## src/rtl/alarm_tone_sequencer.sv

```systemverilog
// -----------------------------------------------------------------------------
// alarm_tone_sequencer
//
// Sequences the alarm buzzer. It drives the rate input of the shared
// programmable square-wave divider (5 MHz base, 23-bit rate in Hz) and gates
// the divider output. When the alarm fires it rings in bursts of BEEPS beeps
// with alternating pitch, separated by GAP_MS of silence, with PAUSE_MS of
// silence after each burst. It handles snooze, stop, alarm disarm and an
// auto-stop after MAX_BURSTS unanswered bursts.
//
// Ports
//   clk         in   1   system clock (5 MHz in the product)
//   rst         in   1   synchronous, active-high reset
//   alarm_en    in   1   alarm armed switch (level)
//   alarm_trig  in   1   alarm time match (level), rising edge detected here
//   snooze_btn  in   1   snooze request, one-cycle pulse (debounced upstream)
//   stop_btn    in   1   stop request, one-cycle pulse (debounced upstream)
//   rate_out    out  23  divider rate: tone in TONE, otherwise 1 (never 0)
//   tone_en     out  1   high only in TONE, gates the divider to the buzzer
//   ringing     out  1   high in TONE, GAP and PAUSE
//   snoozing    out  1   high in SNOOZE
// -----------------------------------------------------------------------------
module alarm_tone_sequencer #(
  parameter int unsigned MS_CYCLES   = 5000,
  parameter int unsigned TONE_A_HZ   = 2000,
  parameter int unsigned TONE_B_HZ   = 2500,
  parameter int unsigned BEEPS       = 4,
  parameter int unsigned BEEP_MS     = 100,
  parameter int unsigned GAP_MS      = 100,
  parameter int unsigned PAUSE_MS    = 600,
  parameter int unsigned SNOOZE_MS   = 300000,
  parameter int unsigned MAX_BURSTS  = 60,
  parameter int unsigned MAX_SNOOZES = 3
) (
  input  logic        clk,
  input  logic        rst,
  input  logic        alarm_en,
  input  logic        alarm_trig,
  input  logic        snooze_btn,
  input  logic        stop_btn,
  output logic [22:0] rate_out,
  output logic        tone_en,
  output logic        ringing,
  output logic        snoozing
);

  localparam int unsigned PRE_W = (MS_CYCLES > 1) ? $clog2(MS_CYCLES) : 1;

  typedef enum logic [2:0] {
    ST_IDLE   = 3'd0,
    ST_TONE   = 3'd1,
    ST_GAP    = 3'd2,
    ST_PAUSE  = 3'd3,
    ST_SNOOZE = 3'd4
  } state_t;

  // Duration in ms loaded into the ms down-counter when a state is entered.
  function automatic logic [23:0] state_dur_ms(input state_t s);
    logic [23:0] d;
    case (s)
      ST_TONE:   d = 24'(BEEP_MS);
      ST_GAP:    d = 24'(GAP_MS);
      ST_PAUSE:  d = 24'(PAUSE_MS);
      ST_SNOOZE: d = 24'(SNOOZE_MS);
      default:   d = 24'd0;
    endcase
    return d;
  endfunction

  // Even-indexed beeps use tone A, odd-indexed beeps use tone B.
  function automatic logic [22:0] beep_rate(input logic [2:0] idx);
    logic [22:0] r;
    if (idx[0]) begin
      r = 23'(TONE_B_HZ);
    end else begin
      r = 23'(TONE_A_HZ);
    end
    return r;
  endfunction

  state_t            state_q, state_d;
  logic [PRE_W-1:0]  pre_q, pre_d;
  logic [23:0]       ms_q, ms_d;
  logic [2:0]        beep_q, beep_d;
  logic [7:0]        burst_q, burst_d;
  logic [7:0]        snz_q, snz_d;
  logic              trig_q;
  logic              trig_rise_q;
  logic              expired_s;
  logic              pre_wrap_s;
  logic [22:0]       rate_d;
  logic              tone_en_d;
  logic              ringing_d;
  logic              snoozing_d;

  assign pre_wrap_s = (pre_q == PRE_W'(MS_CYCLES - 1));
  // The last cycle of the last ms of a timed state.
  assign expired_s  = pre_wrap_s && (ms_q == 24'd1);

  // Next-state and per-alarm counter logic, priority:
  // disarm > stop > snooze > timer expiry > trigger.
  always_comb begin
    state_d = state_q;
    beep_d  = beep_q;
    burst_d = burst_q;
    snz_d   = snz_q;
    case (state_q)
      ST_IDLE: begin
        if (alarm_en && trig_rise_q) begin
          state_d = ST_TONE;
          beep_d  = 3'd0;
          burst_d = 8'd0;
          snz_d   = 8'd0;
        end else begin
          state_d = ST_IDLE;
        end
      end
      ST_TONE, ST_GAP, ST_PAUSE: begin
        if (!alarm_en || stop_btn) begin
          state_d = ST_IDLE;
        end else if (snooze_btn) begin
          // Once the snooze allowance is used up, snooze acts as stop.
          if (snz_q < 8'(MAX_SNOOZES)) begin
            state_d = ST_SNOOZE;
            snz_d   = snz_q + 8'd1;
          end else begin
            state_d = ST_IDLE;
          end
        end else if (expired_s) begin
          case (state_q)
            ST_TONE: begin
              if (beep_q < 3'(BEEPS - 1)) begin
                state_d = ST_GAP;
              end else begin
                state_d = ST_PAUSE;
              end
            end
            ST_GAP: begin
              state_d = ST_TONE;
              beep_d  = beep_q + 3'd1;
            end
            ST_PAUSE: begin
              if ((burst_q + 8'd1) == 8'(MAX_BURSTS)) begin
                state_d = ST_IDLE;
              end else begin
                state_d = ST_TONE;
                beep_d  = 3'd0;
                burst_d = burst_q + 8'd1;
              end
            end
            default: begin
              state_d = ST_IDLE;
            end
          endcase
        end else begin
          state_d = state_q;
        end
      end
      ST_SNOOZE: begin
        if (!alarm_en || stop_btn) begin
          state_d = ST_IDLE;
        end else if (expired_s) begin
          state_d = ST_TONE;
          beep_d  = 3'd0;
          burst_d = 8'd0;
        end else begin
          state_d = ST_SNOOZE;
        end
      end
      default: begin
        state_d = ST_IDLE;
      end
    endcase
  end

  // Timebase: prescaler plus ms down-counter, both reloaded on every state entry.
  always_comb begin
    pre_d = pre_q;
    ms_d  = ms_q;
    if (state_d != state_q) begin
      pre_d = '0;
      ms_d  = state_dur_ms(state_d);
    end else if (state_q == ST_IDLE) begin
      pre_d = '0;
      ms_d  = 24'd0;
    end else if (pre_wrap_s) begin
      pre_d = '0;
      ms_d  = ms_q - 24'd1;
    end else begin
      pre_d = pre_q + PRE_W'(1);
    end
  end

  // Outputs are decoded from the next state so they change together with the
  // state register; rate only changes on a state change, never mid-beep.
  always_comb begin
    tone_en_d  = (state_d == ST_TONE);
    ringing_d  = (state_d == ST_TONE) || (state_d == ST_GAP) || (state_d == ST_PAUSE);
    snoozing_d = (state_d == ST_SNOOZE);
    if (state_d == ST_TONE) begin
      rate_d = beep_rate(beep_d);
    end else begin
      rate_d = 23'd1;
    end
  end

  // State, counters, trigger edge detect and registered outputs.
  always_ff @(posedge clk) begin
    if (rst) begin
      state_q     <= ST_IDLE;
      pre_q       <= '0;
      ms_q        <= 24'd0;
      beep_q      <= 3'd0;
      burst_q     <= 8'd0;
      snz_q       <= 8'd0;
      // Start high so a trigger level already present does not fire.
      trig_q      <= 1'b1;
      trig_rise_q <= 1'b0;
      rate_out    <= 23'd1;
      tone_en     <= 1'b0;
      ringing     <= 1'b0;
      snoozing    <= 1'b0;
    end else begin
      state_q     <= state_d;
      pre_q       <= pre_d;
      ms_q        <= ms_d;
      beep_q      <= beep_d;
      burst_q     <= burst_d;
      snz_q       <= snz_d;
      trig_q      <= alarm_trig;
      // One-cycle pulse; consumed only in IDLE with the alarm armed, never queued.
      trig_rise_q <= alarm_trig && !trig_q;
      rate_out    <= rate_d;
      tone_en     <= tone_en_d;
      ringing     <= ringing_d;
      snoozing    <= snoozing_d;
    end
  end

endmodule

```

## config.mk

```make
export PLATFORM = sky130hd
export DESIGN_NAME = alarm_tone_sequencer
export DESIGN_NICKNAME = d
export VERILOG_FILES = /design/src/rtl/alarm_tone_sequencer.sv
export SDC_FILE = /design/constraint.sdc
export NUM_CORES = 1
export LEC_CHECK = 0
export ABC_AREA = 1
export CAP_MARGIN = 20
export CORE_ASPECT_RATIO = 1.75
export CORE_MARGIN = 8
export CORE_UTILIZATION = 50
export DETAILED_ROUTE_END_ITERATION = 7
export GPL_ROUTABILITY_DRIVEN = 0
export MAX_ROUTING_LAYER = met4
export PLACE_DENSITY = 0.72
export RECOVER_POWER = 25
export SETUP_SLACK_MARGIN = 0.15
export SLEW_MARGIN = 20
export SYNTH_ARGS = -nofsm -noshare
export SYNTH_HDL_FRONTEND = slang
export SYNTH_SLANG_ARGS = --single-unit
```

## constraint.sdc

```tcl
create_clock -name clk -period 3.56 [get_ports clk]
set_clock_uncertainty 0.1 [all_clocks]
set_input_delay 0.534 -clock clk [delete_from_list [all_inputs] [get_ports clk]]
set_output_delay 0.534 -clock clk [all_outputs]
set_load 0.02 [all_outputs]
```

==> results of run 1 <==
[cells in the final DEF (no fill, tap or decap), types with 3 or more instances in the layout]
| cell | n |
|---|---|
| dfxtp_1 | 68 |
| nand3_1 | 44 |
| a21oi_2 | 4 |
| clkbuf_16 | 9 |
| a21oi_1 | 23 |
| inv_1 | 65 |
| nor2_2 | 16 |
| nand2_1 | 127 |
| nor3_2 | 3 |
| nand2_2 | 6 |
| xor2_1 | 24 |
| clkbuf_1 | 4 |
| ha_1 | 6 |
| clkdlybuf4s50_1 | 4 |
| nor2_4 | 3 |
| dlygate4sd3_1 | 13 |
| nor4_1 | 3 |
| conb_1 | 14 |
| inv_2 | 14 |
| nor2_1 | 114 |
| xnor2_1 | 4 |
| nand4_1 | 12 |
| nor3_1 | 13 |
| o21ai_0 | 18 |
[routing by layer]
metal	share of wire [%]	up-vias
met2	52	80
met1	40	1731
met3	3.7	30
met4	4.0	0
li1	-	1948
met5	0	-
[report_power, final]
| group | internal (mW) | switching, mW |
|---|---|---|
| Sequential | 0.768 | 0.00536 |
| Combinational | 0.0304 | 0.0727 |
| Clock | 0.613 | 0.322 |
| Total | 1.41 | 0.400 |
[how the worst min path moves through the flow]
stage | to | slack, ns | cells past startpoint
after floorplan | trig_rise_q | 0.27 | 1
after global placement | trig_rise_q | 0.30 | 1
after detailed placement | trig_rise_q | 0.30 | 1
after CTS | trig_rise_q | 0.30 | 1
after global routing | trig_rise_q | 0.31 | 1
final | trig_rise_q | 0.31 | 1
[cell usage after synthesis, types with 13 or more instances]
cell,instances
nand2_1,126
nor2_1,114
dfxtp_1,68
inv_1,65
nand3_1,43
xor2_1,24
a21oi_1,23
buf_4,20
o21ai_0,18
nor2_2,16
inv_2,14
nor3_1,13
[cells by family after synthesis]
kind of cell / after synthesis / synth area share [%]
buffers and inverters: 110 / 12.3
other: 1 / 0.0915
XOR/XNOR: 28 / 5.98
AO/OA/AOI/OAI: 53 / 7.20
flip-flops: 68 / 33.2
AND/OR/NAND/NOR: 352 / 39.4
adder cells (fa/ha/maj): 6 / 1.83
[registers in the layout, summed over array words and instances, names as in the netlist]
signal	cells
state_q	3
pre_q	13
tone_en	1
ringing	1
rate_out	4
trig_rise_q	1
beep_q	3
trig_q	1
snoozing	1
snz_q	8
burst_q	8
ms_q	24
[area by class of cell]
type	count	area, µm²	share of cell area, %
multi-input cells	453	2280	50.0
flip-flops and latches	68	1360	29.9
inverters	80	300	6.60
clock buffers	12	236	5.20
repair buffers	20	189	4.15
well taps	90	113	2.48
clock inverters	4	73.8	1.62
[through the flow]
stage	cell area, µm²	instances	setup WS [ns]	hold slack [ns]
3_5_place_dp	4250	711	0.404	0.301
6_report	4550	727	0.466	0.307
2_1_floorplan	4150	631	1.22	0.273
4_1_cts	4560	727	0.660	0.304
5_1_grt	4550	727	0.221	0.310
3_3_place_gp	4250	711	0.482	0.301
==> results.md, run 1 <==
- Result of the run: complete, no violations
- Hold Crit Class: reg2reg
- Resized cells post-CTS: 0
- Via count of the first global-routing pass: 3605
- Starting density of the core: 51.5%
- Arrival time at the worst endpoint: 3.21 ns
- Antenna diode instance count: 0
- Area of the die: 11500 µm²
- Cell taking the most area after synthesis: dfxtp_1
- Top flip-flop cell by instance count after synthesis: dfxtp_1
- Critical hold path startpoint: trig_q
- Post-Route Utilization: 57.1%
- Critical path capture point type: register
- RSZ-0062 raised after global routing: no
- Total negative slack for setup checks: 0 ns
- Post-synthesis async set-or-reset flop share: 0%
- Synth Instances: 618
- Met1 routing resource usage after global routing: 16.8%
- Fraction of met2 tracks used by global routing: 31.3%
- Average routed wire per standard cell: 12.8 µm
- Max Cap Viol: 0
- Reg-to-reg slack, setup: 0.48 ns
- Cell class contributing the biggest share of worst-path delay: buffers and inverters
- Number of primary I/O pins: 32
- Cell with the largest stage delay on the worst path: clkbuf_1
- Count of antenna-violating nets left after detailed routing: 0
- Period utilisation layout: 86.9%
- Number of buffers inserted by post-CTS setup repair: 0
- Required arrival time at the worst endpoint: 3.68 ns
- Final Slew Violations: 0
- Final global-route overflow total: 0
- Number of synthesis warnings: 0
- Startpoint of the worst setup timing path: rst
- Global-route wire length before repair: 15900 µm
- Core Area: 7960 µm²
- Crit path buffers/inverters: 3
- Horizontal die dimension: 84.5 µm
- Fill cell instance count of the final layout: 776
- Power density relative to cell area: 398 nW/µm²
- Reg-to-reg startpoint: pre_q[0]
- Type of origin of the critical path: input port
- Maximum number of pins on one net before global-route repair: 26
- Maximum clock insertion buffer count: 2
- Layout-stage area growth over the synthesis result: 11.0%
- Number of hold violations in the final report: 0
- H-tree depth: 3
- Reg2Reg Capture Point: pre_q[8]
- Half-perimeter wire length after placement: 7000 µm
- Highest cell delay on the worst timing path: 0.88 ns
- Crit path time final: 3.09 ns
- Post-synth EDFFs: 0
- Fraction of layout instances using a drive strength above 1: 10.8%
- Later-pin clock latency in the skew report: 0.34 ns
- Top Usage Layer GRT: met2
- Hold buffer count at CTS: 0
- GRT Resource Usage Total: 17.4%
- Count of cell instances traversed by the critical path: 5
- Clock net sink count: 68
- Wire length reported by the detailed router: 9290 µm
- CP Class: in2reg
- Total power after layout: 1.81 mW
- Count of state elements after synthesis: 68
- Buffer type at the clock tree root: clkbuf_16
- Fin nets: 644
- Antenna violations before repair: 0
- Clock-pin slew of the registers on the worst-case setup and hold paths: 0.06 ns
- Drt first-iter violations: 153
- Number of vias after detailed routing: 3789
- PortBufs: 17
- Cell area after technology mapping: 4100 µm²
- Number of vias per cell: 5.21
- Synthesized area per cell: 6.63 µm²
- Crit path to: ms_q[20]
- TritonCTS clock tree: done
- Maximum operating frequency: 323 MHz
- Final number of setup-violating endpoints: 0
- Remaining design rule violation count: 0
- Worst-path fanout max: 25
- Worst Max-Slew Pin Slew: 1.20 ns
- Cts bufs inserted: 9
- Pre-antenna DRT Iters: 5
- Top-area cell type share of the netlist area: 33.2%
- Leakage power of the design: 2.06 nW
- Die Span Y: 136 µm
- M3 GR Usage: 3.10%
- Worst Reg-to-Reg Cells: 13
- Distinct cell type count after synthesis: 39
- Dominant cells by area after synthesis: dfxtp_1 (33%), nand2_1 (12%), nor2_1 (10%)
- Number of core rows: 43
- Cell chain of the critical path: dlygate4sd3_1 > clkbuf_1 > inv_1 > nand2_1 > nor2_1
- Max rail drop VDD: 337 µV
- Sequential share of the synthesized area: 33.2%
- Max transition margin: 20.0%
Note: power is estimated with default switching activity, not from simulation.
==> inputs of run 2 (changes only) <==
--- a/config.mk
+++ b/config.mk
@@ -13,7 +13,7 @@
 export DETAILED_ROUTE_END_ITERATION = 7
 export GPL_ROUTABILITY_DRIVEN = 0
 export MAX_ROUTING_LAYER = met4
-export PLACE_DENSITY = 0.72
+export PLACE_DENSITY = 0.7
 export RECOVER_POWER = 25
 export SETUP_SLACK_MARGIN = 0.15
 export SLEW_MARGIN = 20
==> run 2 against run 1 <==
Sequential share of layout area about the same. Global-route usage grew 0.92 points. Setup slack got worse by 0.046 ns. Non-clock buffer count up 2. Maximum frequency shrank 1.5%. Critical endpoint is now pre_q[7]. Largest cell class unchanged.
==> results.md, run 2 (synthesis gave the netlist of run 1 again) <==
- Result of the run: complete, no violations (unchanged)
- Resized cells post-CTS: 0 (unchanged)
- Largest registers: ms_q: 24 flops, pre_q: 13 flops (unchanged)
- Antenna diode instance count: 0 (unchanged)
- Wire length reported by the detailed router: 9660 µm (was 9290 µm)
- Layout-stage area growth over the synthesis result: 10.9% (was 11.0%)
- Max transition margin: 21.1% (was 20.0%)
- Power density relative to cell area: 392 nW/µm² (was 398 nW/µm²)
- Crit path buffers/inverters: 0 (was 3)
- Flip-flop count of the largest register after layout: 24 (unchanged)
- Hold Crit Class: reg2reg (unchanged)
- Fraction of power consumed by combinational cells: 5.8% (was 5.7%)
- Leakage power of the design: 2.06 nW (about the same)
- Global-route wire length before repair: 16600 µm (was 15900 µm)
- Via count of the first global-routing pass: 3827 (was 3605)
- NetSw: 439 µW (was 400 µW)
- Area occupied by registers: 1360 µm² (unchanged)
- Number of core rows: 43 (unchanged)
- Crit path time final: 3.14 ns (was 3.09 ns)
- Maximum number of pins on one net before global-route repair: 26 (unchanged)
- Clock power share: 50.9% (was 51.6%)
- Drt first-iter violations: 159 (was 153)
- Fraction of layout instances using a drive strength above 1: 11.3% (was 10.8%)
- Number of hold violations in the final report: 0 (unchanged)
- Hold buffer count at CTS: 0 (unchanged)
- Critical hold path startpoint: trig_q (unchanged)
- Cell with the largest stage delay on the worst path: dfxtp_1 (was clkbuf_1)
- Total negative slack for setup checks: 0 ns (unchanged)
- PortBufs: 17 (unchanged)
- Final cell area excluding filler cells: 4550 µm² (about the same)
- Fin nets: 646 (was 644)
- Number of vias per cell: 5.21 (about the same)
- Critical path capture point type: register (unchanged)
- Top layer used by detailed routing: met4 (unchanged)
- Post-Route Utilization: 57.1% (about the same)
- Met2 routed WL: 5420 µm (was 4850 µm)
- Maximum clock insertion buffer count: 2 (unchanged)
- Pre-antenna DRT Iters: 4 (was 5)
- Cell area reported after detailed placement: 4270 µm² (was 4250 µm²)
- Fill cell instance count of the final layout: 806 (was 776)
- Startpoint of the worst setup timing path: pre_q[0] (was rst)
- Met3 WL: 358 µm (was 345 µm)
- Antenna violations before repair: 0 (unchanged)
- Final number of setup-violating endpoints: 0 (unchanged)
- Area of the die: 11500 µm² (unchanged)
- Worst-path fanout max: 18 (was 25)
- Total routed wire length on the met1 layer: 3540 µm (was 3720 µm)
- Starting density of the core: 51.5% (unchanged)
- Cell class contributing the biggest share of worst-path delay: simple AND/OR/NAND/NOR gates (was buffers and inverters)
- Number of buffers inserted by post-CTS setup repair: 0 (unchanged)
- Average routed wire per standard cell: 13.2 µm (was 12.8 µm)
- Most frequent standard cell in the layout excluding fill and tap cells: nand2_1 (unchanged)
- Net Sw Frac: 24.6% (was 22.1%)
- Half-perimeter wire length after placement: 7330 µm (was 7000 µm)
- Count of antenna-violating nets left after detailed routing: 0 (unchanged)
- Reg-to-reg slack, setup: 0.42 ns (was 0.48 ns)
- Cell-internal power: 1.34 mW (was 1.41 mW)
- Max rail drop VDD: 304 µV (was 337 µV)
- TritonCTS clock tree: done (unchanged)
- Worst setup margin: 0.421 ns (was 0.466 ns)
- Most frequent cells in the layout: nand2_1 (126), nor2_1 (115), dfxtp_1 (68) (was nand2_1 (127), nor2_1 (114), dfxtp_1 (68))
- Later-pin clock latency in the skew report: 0.34 ns (about the same)
- GRT Resource Usage Total: 18.3% (was 17.4%)
- Type of origin of the critical path: register (was input port)
- Worst Max-Slew Pin Slew: 1.18 ns (was 1.20 ns)
- Number of vias after detailed routing: 3798 (was 3789)
- Multi-input combinational cell area: 2270 µm² (was 2280 µm²)
- CP Class: reg2reg (was in2reg)
- Number of primary I/O pins: 32 (unchanged)
- Cell chain of the critical path: ha_1 > nand2_1 > nor2_1 > nand3_1 > nor2_4 > nand2_2 > nor2_1 > a21oi_1 > nand3_2 > nand3_4 > nor2_8 > nand3_4 > nor3_1 (was dlygate4sd3_1 > clkbuf_1 > inv_1 > nand2_1 > nor2_1)
- Die Span Y: 136 µm (unchanged)
- Period utilisation layout: 88.2% (was 86.9%)
- Flop pwr share: 43.3% (was 42.7%)
- Remaining design rule violation count: 0 (unchanged)
- Reg-to-reg startpoint: pre_q[0] (unchanged)
- Maximum operating frequency: 319 MHz (was 323 MHz)
- Worst setup slack after placement: 0.392 ns (was 0.404 ns)
- Cts bufs inserted: 9 (unchanged)
- Largest register by flop count: ms_q (unchanged)
- H-tree depth: 3 (unchanged)
- Clock-pin slew of the registers on the worst-case setup and hold paths: 0.06 ns (about the same)
- Buffer type at the clock tree root: clkbuf_16 (unchanged)
- Required arrival time at the worst endpoint: 3.72 ns (was 3.68 ns)
- Arrival time at the worst endpoint: 3.30 ns (was 3.21 ns)
- Horizontal die dimension: 84.5 µm (unchanged)
- RSZ-0062 raised after global routing: no (unchanged)
- Max Cap Viol: 0 (unchanged)
- Clock net sink count: 68 (unchanged)
- Final global-route overflow total: 0 (unchanged)
- Highest cell delay on the worst timing path: 0.37 ns (was 0.88 ns)
- Core Area: 7960 µm² (unchanged)
- Final Slew Violations: 0 (unchanged)
-- run 2: cell types whose count changed in the layout (fill, tap and decap cells not counted) --
cell | before | now
bufinv_16 | 2 | 1
buf_4 | 2 | 3
nor2_1 | 114 | 115
clkbuf_1 | 4 | 2
clkinvlp_4 | 0 | 2
a21oi_2 | 4 | 3
nor2_2 | 16 | 15
a21oi_1 | 23 | 24
nand2_2 | 6 | 7
nand2_1 | 127 | 126
clkinv_4 | 1 | 2
inv_6 | 0 | 1
-- run 2: routing by layer --
metal | GRT usage (%) | up-vias
met4 | 10.4 | 0
met1 | 16.2 | 1758
met2 | 35.1 | 73
li1 | - | 1939
met3 | 3.77 | 28
met5 | - | -
-- run 2: cell type report --
type | count | share of cell area (%)
well taps | 90 | 2.48
clock inverters | 7 | 1.68
repair buffers | 22 | 4.40
flip-flops and latches | 68 | 29.9
clock buffers | 9 | 4.95
multi-input cells | 453 | 50.0
inverters | 80 | 6.60
-- run 2: per-stage QoR --
stage / power [mW] / cells / hold slack [ns]
after floorplan: 0.880 / 631 / 0.273
after global placement: 0.892 / 713 / 0.280
after global routing: 1.84 / 729 / 0.298
after CTS: 1.80 / 729 / 0.289
after detailed placement: 0.893 / 713 / 0.280
final: 1.78 / 729 / 0.288
-- run 2: path summary, 6_finish.rpt --
| check | end | cells past startpoint |
|---|---|---|
| setup / recovery | pre_q[7] | 13 |
| setup reg to reg | pre_q[7] | 13 |
| hold reg to reg | trig_rise_q | 1 |
| hold / removal | trig_rise_q | 1 |
-- run 2: power groups by stage --
stage | clock network [mW] | logic [mW] | registers (mW)
after global routing | 0.953 | 0.116 | 0.773
after floorplan | 0 | 0.0915 | 0.788
final | 0.906 | 0.103 | 0.772
after global placement | 0 | 0.103 | 0.789
after detailed placement | 0 | 0.104 | 0.789
after CTS | 0.920 | 0.104 | 0.772
==> edit 1, RTL diff (flow settings as in run 1) <==
`MS_CYCLES`: 5000 -> 10000.
--- a/src/rtl/alarm_tone_sequencer.sv
+++ b/src/rtl/alarm_tone_sequencer.sv
@@ -21,7 +21,7 @@
 //   snoozing    out  1   high in SNOOZE
 // -----------------------------------------------------------------------------
 module alarm_tone_sequencer #(
-  parameter int unsigned MS_CYCLES   = 5000,
+  parameter int unsigned MS_CYCLES   = 10000,
   parameter int unsigned TONE_A_HZ   = 2000,
   parameter int unsigned TONE_B_HZ   = 2500,
   parameter int unsigned BEEPS       = 4,
Function: no difference found for any inputs over 10 cycles, from zero or initial values and one cycle with rst high; that may be too few to reach the edited logic, so the function may still have changed.
==> edit 1 against run 1 <==
Total power increased by 11%; routed wire length up 6.0%; cell area up 2.2%; highest routed layer unchanged; synthesized cell count shrank 4.0%; worst hold slack hardly changed; worst setup slack improved by 0.15 ns; sequential power increased by 1%; largest power group unchanged; global-route usage rose by 0.99 points; largest cell class unchanged; sequential cell count is 1 higher; synthesized area is 0.27% higher.
==> edit 1: results (changes against run 1) <==
status=complete, no violations; vias in the first global route=3732 (+3.5%); worst stage delay on the critical path=0.37 ns (-0.51 ns); Multi-input gate area=2310 um^2 (+1.4%); Worst R2R Path Depth=15 (+2); pin count of the biggest net entering global routing=25 (-3.8%); Leak=2.05 nW (-0.96%); Largest regs=ms_q (24), pre_q (14); reg2reg start=ms_q[14]$_SDFFE_PP0P_; met3 WL=384 um (+11%); Seq/Total Area, Yosys=0.336 (+0.00396); TritonRoute pass-1 iters=4 (-1); Least-Margin Pin Slew=1.23 ns (+0.0253 ns); register-to-register setup slack=0.61 ns (+0.13 ns); M1 wire length=3740 um (+0.48%); Sink Count=69 (+1.5%); Vias per Instance=5.34 (+2.5%); top post-synthesis cells by area=dfxtp_1 34%, nand2_1 9.9%, nor2_1 9.6%; Slowest cell on crit path=dfxtp_1; sequential cell area=1380 um^2 (+1.5%); hold slack final=0.307 ns (+0.0000780 ns); Final non-clock buffer share=0.0471 (+0.00556); clock buf count=9 (-3); delay-heaviest family, CP=simple AND/OR/NAND/NOR gates; syn_area_per_cell=6.93 um^2 (+4.5%); met3 usage=0.0466 (+0.0156); clock network share of area=0.0797 (+0.0114); first-pass GRT wire length=16400 um (+3.5%); Signal inverters=68 (-15%); worst path arrival time=3.10 ns (-0.11 ns); synth unique cells=40 (+2.6%); Detailed Place HPWL=7380 um (+5.4%); GRT met1 Usage=0.162 (-0.00553); comb_multi_in=438 (-3.3%); WL final=9850 um (+6.0%); VDD IR max=0.275 mV (-18%); met2 usage in global routing=0.326 (+0.0131); CP max FO=14 (-44%)
## edit 1: changes by cell type in the layout (fill, tap and decap cells not counted), moves of 4 or more
cell,delta
nand2_1,-19
nor2_1,-9
nand4_1,+8
buf_4,+4
nand3b_1,+4
a21oi_1,-5
nor2_2,-4
nor2_4,+7
inv_2,-10
## edit 1: power groups by stage
stage | clock network [W] | logic (W) | registers [W]
final | 0.00112 | 0.000100 | 0.000781
after global placement | 0 | 0.0000995 | 0.000798
after floorplan | 0 | 0.0000865 | 0.000798
after global routing | 0.00117 | 0.000110 | 0.000782
after CTS | 0.00113 | 0.000100 | 0.000781
after detailed placement | 0 | 0.0000999 | 0.000799
## edit 1: per-stage QoR
stage | total power [W] | utilization
2_1_floorplan | 0.000885 | -
3_3_place_gp | 0.000898 | 0.526
3_5_place_dp | 0.000898 | 0.526
4_1_cts | 0.00201 | 0.571
5_1_grt | 0.00206 | 0.571
6_report | 0.00200 | 0.571
## edit 1: cell families after synthesis
kind of cell	after synthesis	synth area share
flops	69	0.336
fa+ha+maj	6	0.0183
simple gates	342	0.403
buf+inv	99	0.114
other cells	1	0.000912
compound gates	47	0.0654
xor+xnor	29	0.0618
## edit 1: worst max-delay path by stage
stage	start	endpoint	slack, ns	cells past startpoint
global placement	alarm_en	pre_q[2]$_SDFF_PP0_	0.51	12
detailed placement	alarm_en	pre_q[5]$_SDFF_PP0_	0.45	12
CTS	ms_q[14]$_SDFFE_PP0P_	pre_q[5]$_SDFF_PP0_	0.62	15
global route	ms_q[11]$_SDFFE_PP0P_	pre_q[2]$_SDFF_PP0_	0.42	15
finish	ms_q[14]$_SDFFE_PP0P_	pre_q[2]$_SDFF_PP0_	0.61	15
floorplan	pre_q[0]$_SDFF_PP0_	ms_q[2]$_SDFFE_PP0P_	1.21	15
==> edit 2, RTL diff (flow settings as in run 1) <==
Without the edit above. Put one more register stage on the output `tone_en`, cleared by the reset. The value now appears one clock later. The other outputs are not delayed to match.
--- a/src/rtl/alarm_tone_sequencer.sv
+++ b/src/rtl/alarm_tone_sequencer.sv
@@ -54,6 +54,8 @@
     ST_SNOOZE = 3'd4
   } state_t;
 
+  logic tone_en_s0;
+
   // Duration in ms loaded into the ms down-counter when a state is entered.
   function automatic logic [23:0] state_dur_ms(input state_t s);
     logic [23:0] d;
@@ -217,7 +219,7 @@
       trig_q      <= 1'b1;
       trig_rise_q <= 1'b0;
       rate_out    <= 23'd1;
-      tone_en     <= 1'b0;
+      tone_en_s0  <= 1'b0;
       ringing     <= 1'b0;
       snoozing    <= 1'b0;
     end else begin
@@ -231,11 +233,19 @@
       // One-cycle pulse; consumed only in IDLE with the alarm armed, never queued.
       trig_rise_q <= alarm_trig && !trig_q;
       rate_out    <= rate_d;
-      tone_en     <= tone_en_d;
+      tone_en_s0  <= tone_en_d;
       ringing     <= ringing_d;
       snoozing    <= snoozing_d;
     end
   end
 
+  always_ff @(posedge clk) begin
+    if (rst) begin
+      tone_en <= '0;
+    end else begin
+      tone_en <= tone_en_s0;
+    end
+  end
+
 endmodule
 
Check against the original RTL: not equivalent (a bounded check fails within 4 cycles, from zero or initial values and one cycle with rst high).
==> edit 2 against run 1 <==
Cell count is 2.2% lower; synthesized area decreased by 1.8%; utilization shrank 0.13 points; synthesized cell count fell by 2.4%; worst setup slack lost 0.061 ns; total power increased by 0.79%; routed wire length fell by 1.5%; sequential cell count rose by 1; largest power group unchanged; cell area fell by 1.6%.
==> edit 2: results (changes against run 1) <==
status=complete, no violations; WL/cell=12.9 um (+0.72%); GRT Overall Usage=0.167 (-0.00715); Detailed Place HPWL=6990 um (-0.12%); worst path arrival time=3.30 ns (+0.09 ns); placed cell count=696 (-2.1%); comb_multi_in=441 (-2.6%); reg2reg start=state_q[0]$_SDFF_PP0_; clock buf count=11 (-1); Slowest cell on crit path=nor2_1; Fill cells=733 (-5.5%); fraction of area in multi-input gates=0.490 (-0.0105); top post-synthesis cells by area=dfxtp_1 34%, nand2_1 12%, nor2_1 11%; CP max FO=16 (-36%); Least-Margin Pin Slew=0.940 ns (-0.261 ns); CP Class=register to register; pin count of the biggest net entering global routing=28 (+7.7%); clock network share of area=0.0704 (+0.00220); first-pass GRT wire length=15200 um (-4.0%); Final nets=629 (-2.3%); worst stage delay on the critical path=0.72 ns (-0.16 ns); Commonest cells post-synth=132 x nand2_1, 115 x nor2_1, 70 x inv_1; delay-heaviest family, CP=simple AND/OR/NAND/NOR gates; vias in the first global route=3493 (-3.1%); Vias per Instance=5.16 (-0.99%); Multi-input gate area=2190 um^2 (-3.6%); seq_cells=69 (+1.5%); bufs w/o clock=19 (-5.0%); M1 wire length=3480 um (-6.3%); syn_area_per_cell=6.68 um^2 (+0.67%); post-route non-filler standard cell count=711 (-2.2%); Core Area=7860 um^2 (-1.4%); P_sw=0.000392 W (-1.8%); met3 usage=0.0296 (-0.00143); met3 WL=343 um (-0.58%); fraction of area in registers=0.308 (+0.00923); share of cells above drive strength 1=0.0725 (-0.0359)
edit 2: cell count changes after synthesis, sizes merged, moves of 3 or more:
cell	run 1	this run
a21oi	27	19
clkbuf	7	4
inv	79	75
nand2	134	138
nand3	48	51
nand4	12	9
nor2	134	124
o2111ai	0	5
edit 2: power by group through the flow:
stage | Sequential (W) | Combinational (W) | Clock [W]
5_1_grt | 0.000782 | 0.000106 | 0.000995
6_report | 0.000782 | 0.0000958 | 0.000947
3_5_place_dp | 0.000799 | 0.0000958 | 0
3_3_place_gp | 0.000798 | 0.0000940 | 0
2_1_floorplan | 0.000798 | 0.0000848 | 0
4_1_cts | 0.000782 | 0.0000962 | 0.000968
edit 2: kinds of logic (layout without fill, tap and decap cells):
kind of cell	count (synthesis)	count (layout)	synth area share
simple gates	342	342	0.381
xor+xnor	28	28	0.0609
other cells	1	14	0.000931
compound gates	51	51	0.0743
buf+inv	106	111	0.121
flops	69	69	0.343
fa+ha+maj	6	6	0.0186
